[src/rtl/ula_pkg.sv]
// Shared definitions for the two-requester ALU arbiter: opcode constants,
// fixed widths, FSM state encoding and a one-hot helper for requester ids.
package ula_pkg;

   localparam int DADO_W = 8;
   localparam int OP_W   = 3;
   localparam int N_REQ  = 2;

   localparam logic [OP_W-1:0] ULA_AND = 3'b000;
   localparam logic [OP_W-1:0] ULA_OR  = 3'b001;
   localparam logic [OP_W-1:0] ULA_ADD = 3'b010;
   localparam logic [OP_W-1:0] ULA_SUB = 3'b011;
   localparam logic [OP_W-1:0] ULA_SLT = 3'b100;
   localparam logic [OP_W-1:0] ULA_NOR = 3'b101;

   typedef enum logic [1:0] {
      OCIOSO   = 2'd0,
      EXECUTA  = 2'd1,
      RESPONDE = 2'd2
   } estado_t;

   // Requester id (0/1) to its bit in the req_pronto / resp_valido vectors.
   function automatic logic [N_REQ-1:0] um_quente(input logic id);
      return id ? 2'b10 : 2'b01;
   endfunction

endpackage

[src/rtl/arbitro_ula_alu.sv]
// Purely combinational 8-bit ALU shared by both requesters.
// Unused opcodes (110/111) produce zero; ADD/SUB wrap modulo 256.
module arbitro_ula_alu
   import ula_pkg::*;
(
   input  logic [DADO_W-1:0] entrada1,
   input  logic [DADO_W-1:0] entrada2,
   input  logic [OP_W-1:0]   sinal_ula,
   output logic [DADO_W-1:0] saida_ula
);

   // Select the operation; SLT is an unsigned compare returning 1 or 0.
   always_comb begin
      saida_ula = '0;
      case (sinal_ula)
         ULA_AND: saida_ula = entrada1 & entrada2;
         ULA_OR:  saida_ula = entrada1 | entrada2;
         ULA_ADD: saida_ula = entrada1 + entrada2;
         ULA_SUB: saida_ula = entrada1 - entrada2;
         ULA_SLT: saida_ula = (entrada1 < entrada2) ? 8'd1 : 8'd0;
         ULA_NOR: saida_ula = ~(entrada1 | entrada2);
         default: saida_ula = '0;
      endcase
   end

endmodule

[src/rtl/arbitro_ula.sv]
// Round-robin arbiter in front of a single ALU. One transaction in flight:
// grant in OCIOSO, compute in EXECUTA, hold the response in RESPONDE until
// the owning requester accepts it.
module arbitro_ula
   import ula_pkg::*;
(
   input  logic              clock,
   input  logic              reset,
   input  logic [N_REQ-1:0]  req_valido,
   output logic [N_REQ-1:0]  req_pronto,
   input  logic [DADO_W-1:0] req0_entrada1,
   input  logic [DADO_W-1:0] req0_entrada2,
   input  logic [OP_W-1:0]   req0_sinal_ula,
   input  logic [DADO_W-1:0] req1_entrada1,
   input  logic [DADO_W-1:0] req1_entrada2,
   input  logic [OP_W-1:0]   req1_sinal_ula,
   output logic [N_REQ-1:0]  resp_valido,
   input  logic [N_REQ-1:0]  resp_aceito,
   output logic [DADO_W-1:0] resultado,
   output logic              zero,
   output logic              ocupado
);

   estado_t           estado;
   logic              ultimo;
   logic              concede;

   logic [DADO_W-1:0] entrada1_p0;
   logic [DADO_W-1:0] entrada2_p0;
   logic [OP_W-1:0]   sinal_ula_p0;
   logic              id_p0;

   logic [DADO_W-1:0] saida_ula;

   // Pick the winner: a lone requester wins, a tie goes to whoever was not served last.
   always_comb begin
      concede = 1'b0;
      case (req_valido)
         2'b01:   concede = 1'b0;
         2'b10:   concede = 1'b1;
         2'b11:   concede = ~ultimo;
         default: concede = 1'b0;
      endcase
      req_pronto = '0;
      if (!reset && (estado == OCIOSO) && (|req_valido))
         req_pronto = um_quente(concede);
   end

   // Grant cycle: latch the winner's operands, opcode and id (data, not reset).
   always_ff @(posedge clock) begin
      if (|req_pronto) begin
         entrada1_p0  <= concede ? req1_entrada1  : req0_entrada1;
         entrada2_p0  <= concede ? req1_entrada2  : req0_entrada2;
         sinal_ula_p0 <= concede ? req1_sinal_ula : req0_sinal_ula;
         id_p0        <= concede;
      end
   end

   arbitro_ula_alu u_alu (
      .entrada1  (entrada1_p0),
      .entrada2  (entrada2_p0),
      .sinal_ula (sinal_ula_p0),
      .saida_ula (saida_ula)
   );

   // Sequencing FSM with registered result, flag and response-valid outputs.
   always_ff @(posedge clock) begin
      if (reset) begin
         estado      <= OCIOSO;
         ultimo      <= 1'b1;
         resultado   <= '0;
         zero        <= 1'b0;
         resp_valido <= '0;
      end else begin
         case (estado)
            OCIOSO: begin
               if (|req_valido)
                  estado <= EXECUTA;
            end
            // ---- stage boundary: captured operands -> registered result ----
            EXECUTA: begin
               resultado   <= saida_ula;
               zero        <= (saida_ula == '0);
               resp_valido <= um_quente(id_p0);
               estado      <= RESPONDE;
            end
            // ---- stage boundary: response held until its owner accepts ----
            RESPONDE: begin
               if (resp_aceito[id_p0]) begin
                  resp_valido <= '0;
                  ultimo      <= id_p0;
                  estado      <= OCIOSO;
               end
            end
            default: estado <= OCIOSO;
         endcase
      end
   end

   assign ocupado = (estado != OCIOSO);

endmodule

[config.mk]
export PLATFORM = sky130hd
export DESIGN_NAME = arbitro_ula
export DESIGN_NICKNAME = d
export VERILOG_FILES = /design/src/rtl/ula_pkg.sv /design/src/rtl/arbitro_ula_alu.sv /design/src/rtl/arbitro_ula.sv
export SDC_FILE = /design/constraint.sdc
export NUM_CORES = 1
export LEC_CHECK = 0
export ABC_CLOCK_PERIOD_IN_PS = 2520
export CAP_MARGIN = 20
export CELL_PAD_IN_SITES_DETAIL_PLACEMENT = 1
export CELL_PAD_IN_SITES_GLOBAL_PLACEMENT = 2
export CORE_AREA = 2 2 95 97
export CTS_BUF_LIST = sky130_fd_sc_hd__clkbuf_8
export CTS_CLUSTER_SIZE = 16
export DETAILED_ROUTE_END_ITERATION = 8
export DIE_AREA = 0 0 97 99
export GPL_ROUTABILITY_DRIVEN = 0
export GPL_TIMING_DRIVEN = 1
export PLACE_DENSITY_LB_ADDON = 0.1
export SYNTH_ARGS = -nofsm -noshare
export SYNTH_HDL_FRONTEND = slang
export SYNTH_SLANG_ARGS = --single-unit
export TNS_END_PERCENT = 100
[constraint.sdc]
create_clock -name clock -period 2.52 [get_ports clock]
set_input_delay 0.756 -clock clock [delete_from_list [all_inputs] [get_ports clock]]
set_output_delay 0.756 -clock clock [all_outputs]
set_load 0.05 [all_outputs]
# Word level (Yosys, flattened, before mapping)
# Cells that the tools add are included.
# W data, S select, Z words.
dict set report totals {
  in_bits 44
  elab_cells 56
  mem_bits_ro 0
  n_memories 0
  ramBits 0
  latchBits 0
  regBits 34
}
dict set report classes {
  n_reduce_logical 13
  shifts 0
  mul 0
  n_eq_ne 11
  add_sub_neg 2
  muxes 15
  bitwise_logic 4
  n_div 0
  order_cmp 2
}
# operator n
set op_table {}
lappend op_table {{$pmux W8 S6} 1}
lappend op_table {{$mux W8} 2}
lappend op_table {{$mux W2} 5}
lappend op_table {{$add A8 B8 Y8} 1}
lappend op_table {{$and A8 B8 Y8} 1}
lappend op_table {{$logic_not A8 Y1} 1}
lappend op_table {{$lt A8 B8 Y1} 1}
lappend op_table {{$not A8 Y8} 1}
lappend op_table {{$or A8 B8 Y8} 1}
lappend op_table {{$sub A8 B8 Y8} 1}
lappend op_table {{$eq A2 B2 Y1 const B} 3}
lappend op_table {{$eq A3 B2 Y1 const B} 2}
lappend op_table {{$eq A3 B3 Y1 const B} 2}
lappend op_table {{$pmux W2 S3} 1}
lappend op_table {{$reduce_and A2 Y1} 3}
lappend op_table {{$pmux W2 S2} 1}
lappend op_table {{$reduce_bool A2 Y1} 2}
lappend op_table {{$reduce_or A2 Y1} 2}
lappend op_table {{$eq A3 B1 Y1 const B} 1}
lappend op_table {{$logic_not A3 Y1} 1}
lappend op_table {{$mux W1} 3}
lappend op_table {{$mux W3} 1}
lappend op_table {{$eq A2 B1 Y1 const B} 1}
lappend op_table {{$logic_and A1 B1 Y1} 2}
lappend op_table {{7 further kinds} 7}

# Depth between registers and ports, before layout
dict set report depth {
  word_depth 5
  depth_mapped 9
  ltp_nobuf 9
}

# Modules after synthesis
# From an unflattened synthesis, not the netlist that was laid out.
dict set report unflattened {
  cells_unflattened 261
  hier_area_um2 2570.0
}
# mod n_inst cells_each area_per_inst_um2
set by_module_without_submodules {}
lappend by_module_without_submodules {arbitro_ula 1 114 1438.9}
lappend by_module_without_submodules {arbitro_ula_alu 1 147 1131.1}

# Least setup slack after synthesis
# OpenSTA, ideal clock, no wires.
dict set report synth_path {
  path_type {register -> output}
  from {register estado[0]}
  to {output port req_pronto[0]}
  slack_ns -0.545
  required_time_ns 1.764
  arrival_ns 2.309
  n_path_buf 0
  stages_incl_launch_ff 5
  cell_sequence {dfxtp_1 or2_2 nor2_1 o21a_1 nor2b_1}
}
dict set report synth_between {
  elab_chain_len 4
}
# element line_no
set synth_lines {}
lappend synth_lines {{from (decl)} arbitro_ula.sv:24} ;# estado_t estado;
lappend synth_lines {{from (signal assigned)} arbitro_ula.sv:69} ;# estado <= OCIOSO;
lappend synth_lines {{from (signal assigned)} arbitro_ula.sv:78} ;# estado <= EXECUTA;
lappend synth_lines {{from (signal assigned)} arbitro_ula.sv:85} ;# estado <= RESPONDE;
lappend synth_lines {{$logic_not A2 Y1} arbitro_ula.sv:45} ;# if (!reset && (estado == OCIOSO) && (|req_valido))
lappend synth_lines {{$logic_and A1 B1 Y1 (2 in series)} arbitro_ula.sv:45}
lappend synth_lines {{$mux W2} arbitro_ula.sv:45}
lappend synth_lines {{to (decl)} arbitro_ula.sv:10} ;# output logic [N_REQ-1:0] req_pronto,
# Every way passes these cells.

# Worst setup path in the final report
dict set report layout_path {
  from {register entrada2_p0[1]}
  to {register zero}
}
dict set report layout_between {
  elab_chain_len 4
  word_cells_on_any_way 9
}
# element line_no
set layout_lines {}
lappend layout_lines {{from (decl)} arbitro_ula.sv:29} ;# logic [DADO_W-1:0] entrada2_p0;
lappend layout_lines {{from (signal assigned)} arbitro_ula.sv:53} ;# entrada2_p0 <= concede ? req1_entrada2 : req0_entrada2;
lappend layout_lines {{$lt A8 B8 Y1 / $or A8 B8 Y8 (equally long branches)} {arbitro_ula_alu.sv:20, arbitro_ula_alu.sv:17, arbitro_ula_alu.sv:21}}
lappend layout_lines {{$mux W1 / $not A8 Y8 (equally long branches)} {arbitro_ula_alu.sv:20, arbitro_ula_alu.sv:21}}
lappend layout_lines {{$pmux W8 S6 (*)} arbitro_ula_alu.sv:15} ;# case (sinal_ula)
lappend layout_lines {{$logic_not A8 Y1 (*)} arbitro_ula.sv:83} ;# zero <= (saida_ula == '0);
lappend layout_lines {{to (signal assigned)} arbitro_ula.sv:83}
lappend layout_lines {{to (decl)} arbitro_ula.sv:20} ;# output logic zero,
# Every way passes the cells marked *; elsewhere a longest branch is shown, timed or not.
# A chain may end at the register's enable or synchronous reset.

==> flow_summary.json <==
{
  "outcome": "completed",
  "ys_seq_area_frac": 0.322,
  "worstPathCellList": "inv_2, buf_4, ha_1, o21ba_2, a211o_2, mux2i_1, a2111oi_4, nand4_1, o32ai_2",
  "ctsHtreeMaxLevel": 2,
  "drtIter0Drc": 70,
  "final_max_slew_viol_count": 0,
  "grt_pass1_wl_um": 12500,
  "period_needed_ns": 2.44,
  "rsz0062_at_grt": "true",
  "hold_violations": 0,
  "dpl.cell_count": 464,
  "synthDistinctLibCells": 62,
  "crit_buf_inv": 2,
  "relSlewSlack": 0.658,
  "grt_pass1_vias": 2454,
  "setup-tns-final_ns": 0,
  "startpoint_type": "flop",
  "cts_buffer_depth": 2,
  "internal_power_mw": 1.22,
  "cts_buffers": 5,
  "n_fill_cell": 989,
  "fmax_ghz": 0.409,
  "dp_hpwl_um": 6090,
  "routed_wl_um": 7550,
  "syn_nets": 355,
  "timing.final.crit_share": 0.970,
  "syn_area_um2": 2730,
  "netlist_instances": 284,
  "seq_area_um2": 881,
  "switching_share": 0.339,
  "multi_input_area_um2": 1780,
  "antenna_found_initial": 0,
  "io_pins": 58,
  "dr.pass1.iters": 4,
  "n_antenna_cell": 0,
  "grt_max_degree": 21,
  "hp-class": "reg2reg",
  "synth-seq-cells": 34,
  "cts_tree": "done",
  "leakagePower_nw": 1.51,
  "antenna_left": 0,
  "layout.nets": 438,
  "avgSynthCellArea_um2": 9.63,
  "synth_async_sr_flop_share": 0,
  "maxCapViolCount": 0,
  "coreArea_um2": 8550,
  "vias_per_cell": 5.03,
  "seq_power_share": 0.372,
  "initial_utilization": 0.320,
  "cts-hold-fix-buffers": 0,
  "worst_pin_slew_ns": 0.513,
  "area_growth_pct": 39.7,
  "utilization": 0.447,
  "wl_per_cell_um": 15.9,
  "cts.clk_slew.worst_paths_ns": 0.07,
  "power_frac_clock": 0.223,
  "overflow": 0,
  "critPathMaxStageDelay_ns": 0.47,
  "peakVddDrop_mv": 0.241,
  "slowest_stage": "edfxtp_1",
  "drive_gt1_frac": 0.242,
  "route.detailed.drc": 0,
  "critical_path_class": "reg2reg",
  "cts.sinks": 34,
  "die_y_um": 99,
  "power_mw": 1.84,
  "crit_fanout": 3,
  "cts_root_buffer": "clkbuf_8",
  "skew_ns": 0.00824,
  "rows": 34,
  "cp.arrival_ns": 2.64,
  "cp_top_family": "compound AO/OA/AOI/OAI gates",
  "comb_power_share": 0.404,
  "grt_use_total": 0.162,
  "yosys_warnings": 0,
  "dr_total_vias": 2394,
  "dieArea_um2": 9600,
  "setup_violations": 0,
  "p_per_area_nw_per_um2": 481,
  "synth_enable_flop_cells": 20,
  "synth_ff_type": "edfxtp_1",
  "crit_path_end_kind": "flop",
  "fin_cells": 476,
  "worst-r2r-setup-slack_ns": 0.08,
  "cp.required_ns": 2.71,
  "switchingPower_uw": 623,
  "die_w_um": 97,
  "port_buffers": 57,
  "clk_latency_ns": 0.28
}
-- power by group through the flow --
stage               clock (mW)  sequential [mW]  combinational [mW]
finish                   0.411            0.684               0.744
global route             0.447            0.692               0.813
CTS                      0.425            0.685               0.718
detailed placement           0            0.697               0.710
global placement             0            0.695               0.703
floorplan                    0            0.742               0.378
-- final timing paths --
kind	from	end	cells past startpoint
setup / recovery	entrada2_p0[1]	zero	9
setup reg to reg	entrada2_p0[1]	zero	9
hold reg to reg	resp_valido[1]	resp_valido[1]	2
hold / removal	resp_valido[1]	resp_valido[1]	2
-- cell usage in the layout (no fill, tap or decap), types with 3 or more instances in the layout --
| cell type | netlist | final |
|---|---|---|
| a22oi_1 | 3 | 3 |
| clkdlybuf4s50_1 | 0 | 52 |
| mux2i_1 | 4 | 4 |
| xor2_1 | 3 | 3 |
| a21oi_1 | 9 | 9 |
| a211oi_1 | 8 | 7 |
| nor2b_1 | 11 | 10 |
| dlygate4sd2_1 | 0 | 3 |
| nor2_1 | 29 | 28 |
| inv_2 | 0 | 3 |
| o211ai_1 | 5 | 5 |
| clkbuf_8 | 0 | 6 |
| o21a_1 | 4 | 3 |
| nand2_1 | 9 | 9 |
| nand3_1 | 5 | 5 |
| mux2_2 | 20 | 20 |
| inv_1 | 25 | 24 |
| nor3_1 | 4 | 3 |
| dfxtp_1 | 14 | 14 |
| buf_4 | 2 | 34 |
| ha_1 | 25 | 22 |
| xnor2_1 | 5 | 5 |
| o21ai_0 | 3 | 3 |
| edfxtp_1 | 20 | 20 |
| nand2b_1 | 8 | 8 |
-- what timing repair did --
action / in CTS / in global routing
pin swaps: 2 / 3
setup buffers: 1 / 3
endpoints found under the setup margin: 3 / 3
resized for setup: 6 / 14
-- registers in the layout, summed over array words and instances (netlist names) --
| signal | flops |
|---|---|
| sinal_ula_p0 | 3 |
| id_p0 | 1 |
| entrada2_p0 | 8 |
| resp_valido | 2 |
| resultado | 8 |
| estado | 2 |
| zero | 1 |
| entrada1_p0 | 8 |
| ultimo | 1 |
-- stage by stage --
step	hold WS [ns]	worst slack, ns	cell area [um2]
after global placement	0.478	-0.182	3620
after CTS	0.501	0.0170	3730
after detailed placement	0.495	-0.176	3620
after floorplan	0.484	0.0364	2750
final	0.491	0.0754	3820
after global routing	0.524	-0.0185	3820
-- per-layer routing --
layer	share of wire	global-route usage	vias to the layer above
li1	-	-	1193
met1	0.47	0.215	1152
met2	0.48	0.280	44
met3	0.040	0.0255	5
met4	0.0064	0.0293	0
met5	0	0	-
-- worst reg2reg max path, cell delays in order, from the launching register on --
cell	delay [ns]
edfxtp_1	0.47
inv_2	0.11
buf_4	0.12
ha_1	0.14
o21ba_2	0.16
a211o_2	0.32
mux2i_1	0.16
a2111oi_4	0.44
nand4_1	0.18
o32ai_2	0.26
-- cell type report --
type / count / area share
sequential: 34 / 0.231
clock inverter: 2 / 0.00197
clock buffer: 6 / 0.0216
tap: 108 / 0.0354
timing repair buffer: 91 / 0.220
multi-input combinational: 210 / 0.465
inverter: 25 / 0.0246
-- kinds of logic after synthesis --
logic type      count (synthesis)  share of synthesized area
simple gates                   87                      0.170
xor+xnor                        8                     0.0256
flops                          34                      0.322
compound gates                 64                      0.192
fa+ha+maj                      27                      0.129
buf+inv                        40                     0.0636
mux                            24                     0.0970
-- Yosys cell counts (3+ instances only) --
library cell	instances	area share
mux2i_1	4	0.015
nor3b_1	3	0.0082
edfxtp_1	20	0.22
buf_2	7	0.013
mux2_2	20	0.082
a211oi_1	8	0.022
dfxtp_1	14	0.10
nor2b_1	11	0.025
nand2b_1	8	0.018
and2_1	3	0.0069
nand2_1	9	0.012
a21oi_1	9	0.016
o211ai_1	5	0.014
o21ai_0	3	0.0055
xnor2_1	5	0.016
inv_1	25	0.034
nand3_1	5	0.0092
nor3_1	4	0.0073
nor2_1	29	0.040
o21a_1	4	0.011
ha_1	25	0.11
xor2_1	3	0.0096
clkbuf_1	5	0.0069
a22oi_1	3	0.0082
a221oi_1	3	0.0096
(Power assumes the default switching activity.)
